[config.mk]
export PLATFORM = sky130hd
export DESIGN_NAME = hazard_ctrl
export DESIGN_NICKNAME = d
export VERILOG_FILES = /design/src/rtl/hazard_ctrl.sv
export SDC_FILE = /design/constraint.sdc
export NUM_CORES = 1
export LEC_CHECK = 0
export ABC_AREA = 1
export CORE_MARGIN = 2
export CORE_UTILIZATION = 40
export CTS_BUF_LIST = sky130_fd_sc_hd__clkbuf_8
export DETAILED_ROUTE_END_ITERATION = 16
export PLACE_DENSITY_LB_ADDON = 0.08
export SYNTH_ARGS = -nofsm -noshare
export SYNTH_HDL_FRONTEND = slang
export SYNTH_SLANG_ARGS = --single-unit
export TNS_END_PERCENT = 1
[constraint.sdc]
create_clock -name clk -period 2.9 [get_ports clk]
set_input_delay 0.725 -clock clk [delete_from_list [all_inputs] [get_ports clk]]
set_output_delay 0.725 -clock clk [all_outputs]
set_load 0.02 [all_outputs]
[src/rtl/hazard_ctrl.sv]
// hazard_ctrl: pipeline hazard controller for the five-stage RV32I core.
// Drives the F/D and D/E stage-register hold/flush controls, the Execute
// operand forwarding selects, and a data-memory wait FSM (RUN, MEM_WAIT,
// TIMEOUT) that freezes the whole pipeline and has a timeout watchdog.
// Saturating counters track stall and flush cycles.
//
// Optional feature: define HAZARD_FORWARDING_EN to enable operand forwarding
// from Memory/Writeback. When it is undefined, the forwarding selects stay
// at 00. Decode then also stalls on any Execute or Memory producer of its
// source registers.
//
// Memory handshake: memReq_M is held by the Memory stage for as long as its
// access is outstanding. memReady high in a cycle completes that access in
// the same cycle. Every cycle with memReq_M=1 and memReady=0 is a wait
// cycle, and the pipeline is frozen during it.
//
// state_dbg exposes the FSM state: 0 = RUN, 1 = MEM_WAIT, 2 = TIMEOUT.
module hazard_ctrl #(
    parameter int MEM_TIMEOUT = 16,
    parameter int PERF_W      = 16
) (
    input  logic              clk,
    input  logic              reset,
    input  logic [4:0]        rs1_D,
    input  logic [4:0]        rs2_D,
    input  logic [4:0]        rs1_E,
    input  logic [4:0]        rs2_E,
    input  logic [4:0]        rd_E,
    input  logic [4:0]        rd_M,
    input  logic [4:0]        rd_W,
    input  logic              regWrite_E,
    input  logic              regWrite_M,
    input  logic              regWrite_W,
    input  logic              load_E,
    input  logic              pcSrc_E,
    input  logic              memReq_M,
    input  logic              memReady,
    output logic              stall_F,
    output logic              enn_FD,
    output logic              clr_FD,
    output logic              clr_DE,
    output logic              freeze,
    output logic [1:0]        forwardA_E,
    output logic [1:0]        forwardB_E,
    output logic              memErr,
    output logic [PERF_W-1:0] stallCnt,
    output logic [PERF_W-1:0] flushCnt,
    output logic [1:0]        state_dbg
);

    localparam int WCW = $clog2(MEM_TIMEOUT);
    localparam logic [WCW-1:0] WAIT_LAST = WCW'(MEM_TIMEOUT - 1);

    typedef enum logic [1:0] {
        RUN      = 2'd0,
        MEM_WAIT = 2'd1,
        TIMEOUT  = 2'd2
    } state_t;

    state_t         state, state_nxt;
    logic [WCW-1:0] wait_cnt, wait_cnt_nxt;
    logic           mem_stall;
    logic           dec_stall;

    // Register x0 never takes part in a hazard or forwarding match.
    function automatic logic hit(input logic [4:0] rd, input logic [4:0] rs);
        return (rd != 5'd0) && (rd == rs);
    endfunction

    assign mem_stall = memReq_M & ~memReady;
    assign state_dbg = state;

`ifdef HAZARD_FORWARDING_EN
    // Memory has priority over Writeback because it holds the younger value.
    function automatic logic [1:0] fwd_sel(input logic [4:0] rs,
                                           input logic wr_m, input logic [4:0] rdm,
                                           input logic wr_w, input logic [4:0] rdw);
        if (wr_m && hit(rdm, rs))
            return 2'b10;
        else if (wr_w && hit(rdw, rs))
            return 2'b01;
        else
            return 2'b00;
    endfunction

    // Only a load in Execute cannot be forwarded in time for Decode.
    assign dec_stall = load_E & regWrite_E & (hit(rd_E, rs1_D) | hit(rd_E, rs2_D));
`else
    // Without forwarding, Decode waits out any in-flight producer in E or M.
    // Writeback matches are resolved by the write-first register file.
    assign dec_stall = (load_E & regWrite_E & (hit(rd_E, rs1_D) | hit(rd_E, rs2_D)))
                     | (regWrite_E & (hit(rd_E, rs1_D) | hit(rd_E, rs2_D)))
                     | (regWrite_M & (hit(rd_M, rs1_D) | hit(rd_M, rs2_D)));

    logic unused_fwd_inputs;
    assign unused_fwd_inputs = ^{rs1_E, rs2_E, rd_W, regWrite_W};
`endif

    // Memory wait FSM next state and wait counter.
    always_comb begin
        state_nxt    = state;
        wait_cnt_nxt = '0;
        case (state)
            RUN: begin
                if (mem_stall)
                    state_nxt = MEM_WAIT;
            end
            MEM_WAIT: begin
                if (memReady)
                    state_nxt = RUN;
                else if (wait_cnt == WAIT_LAST)
                    state_nxt = TIMEOUT;
                else
                    wait_cnt_nxt = wait_cnt + 1'b1;
            end
            TIMEOUT: state_nxt = TIMEOUT;
            default: state_nxt = RUN;
        endcase
    end

    // FSM state, wait counter and the sticky watchdog error.
    always_ff @(posedge clk or negedge reset) begin
        if (!reset) begin
            state    <= RUN;
            wait_cnt <= '0;
            memErr   <= 1'b0;
        end else begin
            state    <= state_nxt;
            wait_cnt <= wait_cnt_nxt;
            memErr   <= memErr | (state_nxt == TIMEOUT);
        end
    end

    // Hazard response: freeze beats a taken branch, and a taken branch beats a Decode stall.
    always_comb begin
        stall_F    = 1'b0;
        enn_FD     = 1'b0;
        clr_FD     = 1'b0;
        clr_DE     = 1'b0;
        freeze     = 1'b0;
        forwardA_E = 2'b00;
        forwardB_E = 2'b00;
        if (reset) begin
            freeze = (state == TIMEOUT) | mem_stall;
`ifdef HAZARD_FORWARDING_EN
            forwardA_E = fwd_sel(rs1_E, regWrite_M, rd_M, regWrite_W, rd_W);
            forwardB_E = fwd_sel(rs2_E, regWrite_M, rd_M, regWrite_W, rd_W);
`endif
            if (freeze) begin
                // The flush is deferred; pcSrc_E stays held while frozen.
                stall_F = 1'b1;
                enn_FD  = 1'b1;
            end else if (pcSrc_E) begin
                clr_FD = 1'b1;
                clr_DE = 1'b1;
            end else if (dec_stall) begin
                stall_F = 1'b1;
                enn_FD  = 1'b1;
                clr_DE  = 1'b1;
            end
        end
    end

    // Saturating stall and flush cycle counters.
    always_ff @(posedge clk or negedge reset) begin
        if (!reset) begin
            stallCnt <= '0;
            flushCnt <= '0;
        end else begin
            if (stall_F && (stallCnt != '1))
                stallCnt <= stallCnt + 1'b1;
            if (clr_FD && (flushCnt != '1))
                flushCnt <= flushCnt + 1'b1;
        end
    end

endmodule

==> metrics.cfg <==
[floorplan]
die_y_um = 83.6
dieArea_um2 = 6980
core_area_um2 = 6030
die_x_um = 83.6
pin_count = 88
rows = 28
start_util_pct = 42.0

[worst_hold_path]
hold_start = wait_cnt[0]$_DFF_PN0_
hold_path_class = reg -> reg
worstHoldPathCells = 1
min_to = wait_cnt[0]$_DFF_PN0_

[cells_and_area]
final_cell_mix = 112 x nand2_1, 50 x inv_1, 42 x clkdlybuf4s50_1, 39 x dfrtp_1, 37 x nand3_1
areaGrowthSynthToFinish_pct = 37.2
drive_above_1_share_pct = 10.2
antenna_cells = 0
fin_cells = 507
multi_input_comb_area_um2 = 1330
layout_commonest_cell = nand2_1
fillers = 571
nets = 478
seqCellArea_um2 = 976

[worst_setup_path]
reg2reg_to = stallCnt[2]$_DFFE_PN0P_
startpoint_type = input pin
cp_max_fo = 3
worstRegToRegCells = 9
required_ns = 2.17
r2r-start = stallCnt[0]$_DFFE_PN0P_
worstSetupPathType = in -> out
cp.arrival_ns = 2.06
r2r_slack_ns = 1.00
worst_setup_path_end_kind = output port

[synth]
synth.distinct_cells = 28
netlist_instances = 349
ys_seq_area_share_pct = 38.6
ys_ff_latch = 39
syn_avg_cell_area_um2 = 7.25
synth_area_leaders = dfrtp_1 39%, nand2_1 17%, inv_1 7.4%, nand3_1 7.3%, xor2_1 6.9%
yosysTopAreaCell = dfrtp_1
ys_warn_count = 0
netlist_area_um2 = 2530
synth_top_area_share_pct = 38.6

[drt]
wirelength_mm = 5.81
routedWlPerCell_um = 11.4
firstDrtPassIters = 4
viasPerCell = 4.67
vias = 2366
ant_nets = 0
drtIter0Drc = 105
post-route-drc-count = 0

[sta]
fin_crit_sh_pct = 96.1
period_minus_slack_ns = 2.79
rsz0062_at_grt = false
setup_viol = 0
slew_violations = 0
worstMarginPinSlew_ns = 0.506
holdWs_ns = 0.484
hold_viol_final = 0
slew_headroom_pct = 66.2
fin_worst_skew_ns = 0.00910
max_freq_mhz = 359

[power_and_ir_drop]
p_leak_nw = 1.89
power_mw = 1.59
power_density_nw_per_um2 = 457
ir_worst_vdd_mv = 0.429

[clocking]
tritoncts = yes
clockBufferDepth = 2
cts_root_buf = clkbuf_8
hold_buffers = 0
insertion_delay_ns = 0.29
cts_num_sinks = 39
cts_buffers = 5
clk_pin_slew_ns = 0.08
htreeDepth = 2

[global_routing]
grt_max_degree = 40
overflow = 0
grt_pass1_vias = 2320
antenna_found_initial = 0
globalRouteTotalUtil_pct = 17.3
grt_pass1_wl_mm = 10.2

[job]
drv_cap = 0

[placed_design]
gp_congestion = 0.849
dpl.hpwl_mm = 4.40
placed_cells = 499
port_buffers = 66

[run_status]
status = completed

## worst max-delay path: stages
cell and delay, ns:
clkdlybuf4s50_1 0.46, nor2_1 0.14, nand3_1 0.07, o21ai_0 0.14
inv_1 0.05, nand2_1 0.08, nand2_1 0.06, nand2_1 0.07
nand2_2 0.10, buf_6 0.15
## cells in the mapped netlist
cell      number
nand2_1      112
inv_1         50
dfrtp_1       39
nand3_1       37
nor2_1        27
xor2_1        20
xnor2_1       14
nor3_1        12
buf_4          6
o21ai_0        5
nand4_1        4
ha_1           3
nand2_4        3
nor2_4         2
o31ai_1        2
a21oi_1        1
a31oi_1        1
buf_2          1
buf_6          1
clkinv_1       1
conb_1         1
mux2_2         1
nand2_2        1
nand3_2        1
nand3b_1       1
nor3_4         1
nor4_1         1
or2_2          1
## layout make-up
cell class                      instances  share of cell area [%]
Sequential cell                        39                    28.1
Clock inverter                          3                   0.360
Inverter                               51                    5.51
Tap cell                               75                    2.70
Clock buffer                            5                    1.98
Multi-Input combinational cell        254                    38.3
Timing Repair Buffer                   80                    23.0
## per-layer routing
metal / share of wire, % / track usage [%]
met4: 0.91 / 4.99
met2: 49 / 29.3
met5: 0 / 0
met1: 46 / 22.5
met3: 4.0 / 3.46
## report_power, final
| part | switching, mW | internal (mW) |
|---|---|---|
| Combinational | 0.269 | 0.249 |
| Sequential | 0.103 | 0.612 |
| Clock | 0.192 | 0.162 |
| Total | 0.564 | 1.02 |
## stage by stage
step	TNS, ns	utilization (%)	setup WS (ns)	instance area (µm²)
after floorplan	0	-	0.301	2540
after global placement	-1.39	55.4	-0.439	3340
after detailed placement	-1.47	55.4	-0.451	3340
after CTS	-0.113	56.5	-0.0960	3410
after global routing	0	57.6	0.00991	3470
final	0	57.6	0.115	3470
## logic make-up after synthesis
kind of cell / share of synthesized area (%)
AND/OR/NAND/NOR: 35.6
buffers and inverters: 9.98
flip-flops: 38.6
XOR/XNOR: 11.8
AO/OA/AOI/OAI: 2.03
adder cells (fa/ha/maj): 1.48
other: 0.148
multiplexers: 0.445
## registers in the layout, summed over array words and instances, names as in the netlist
signal / count
stallCnt: 16
memErr: 1
wait_cnt: 4
state_dbg: 2
flushCnt: 16
## repair_timing
item | 4_1_cts | 5_1_grt
buffers inserted | 0 | 0
resized for setup | 13 | 32
pin swaps | 0 | 3
endpoints found under the setup margin | 5 | 3
cloned | 0 | 0
## worst max-delay path by stage
stage	slack, ns	start	cells after the start	endpoint
CTS	-0.1	rd_E[0]	10	clr_DE
global placement	-0.44	rd_M[4]	12	enn_FD
global route	0.01	rd_M[2]	10	enn_FD
detailed placement	-0.45	rd_M[4]	12	enn_FD
floorplan	0.30	memReady	9	stall_F
finish	0.11	rd_M[2]	10	enn_FD
Power figures use the tool's default switching activity.
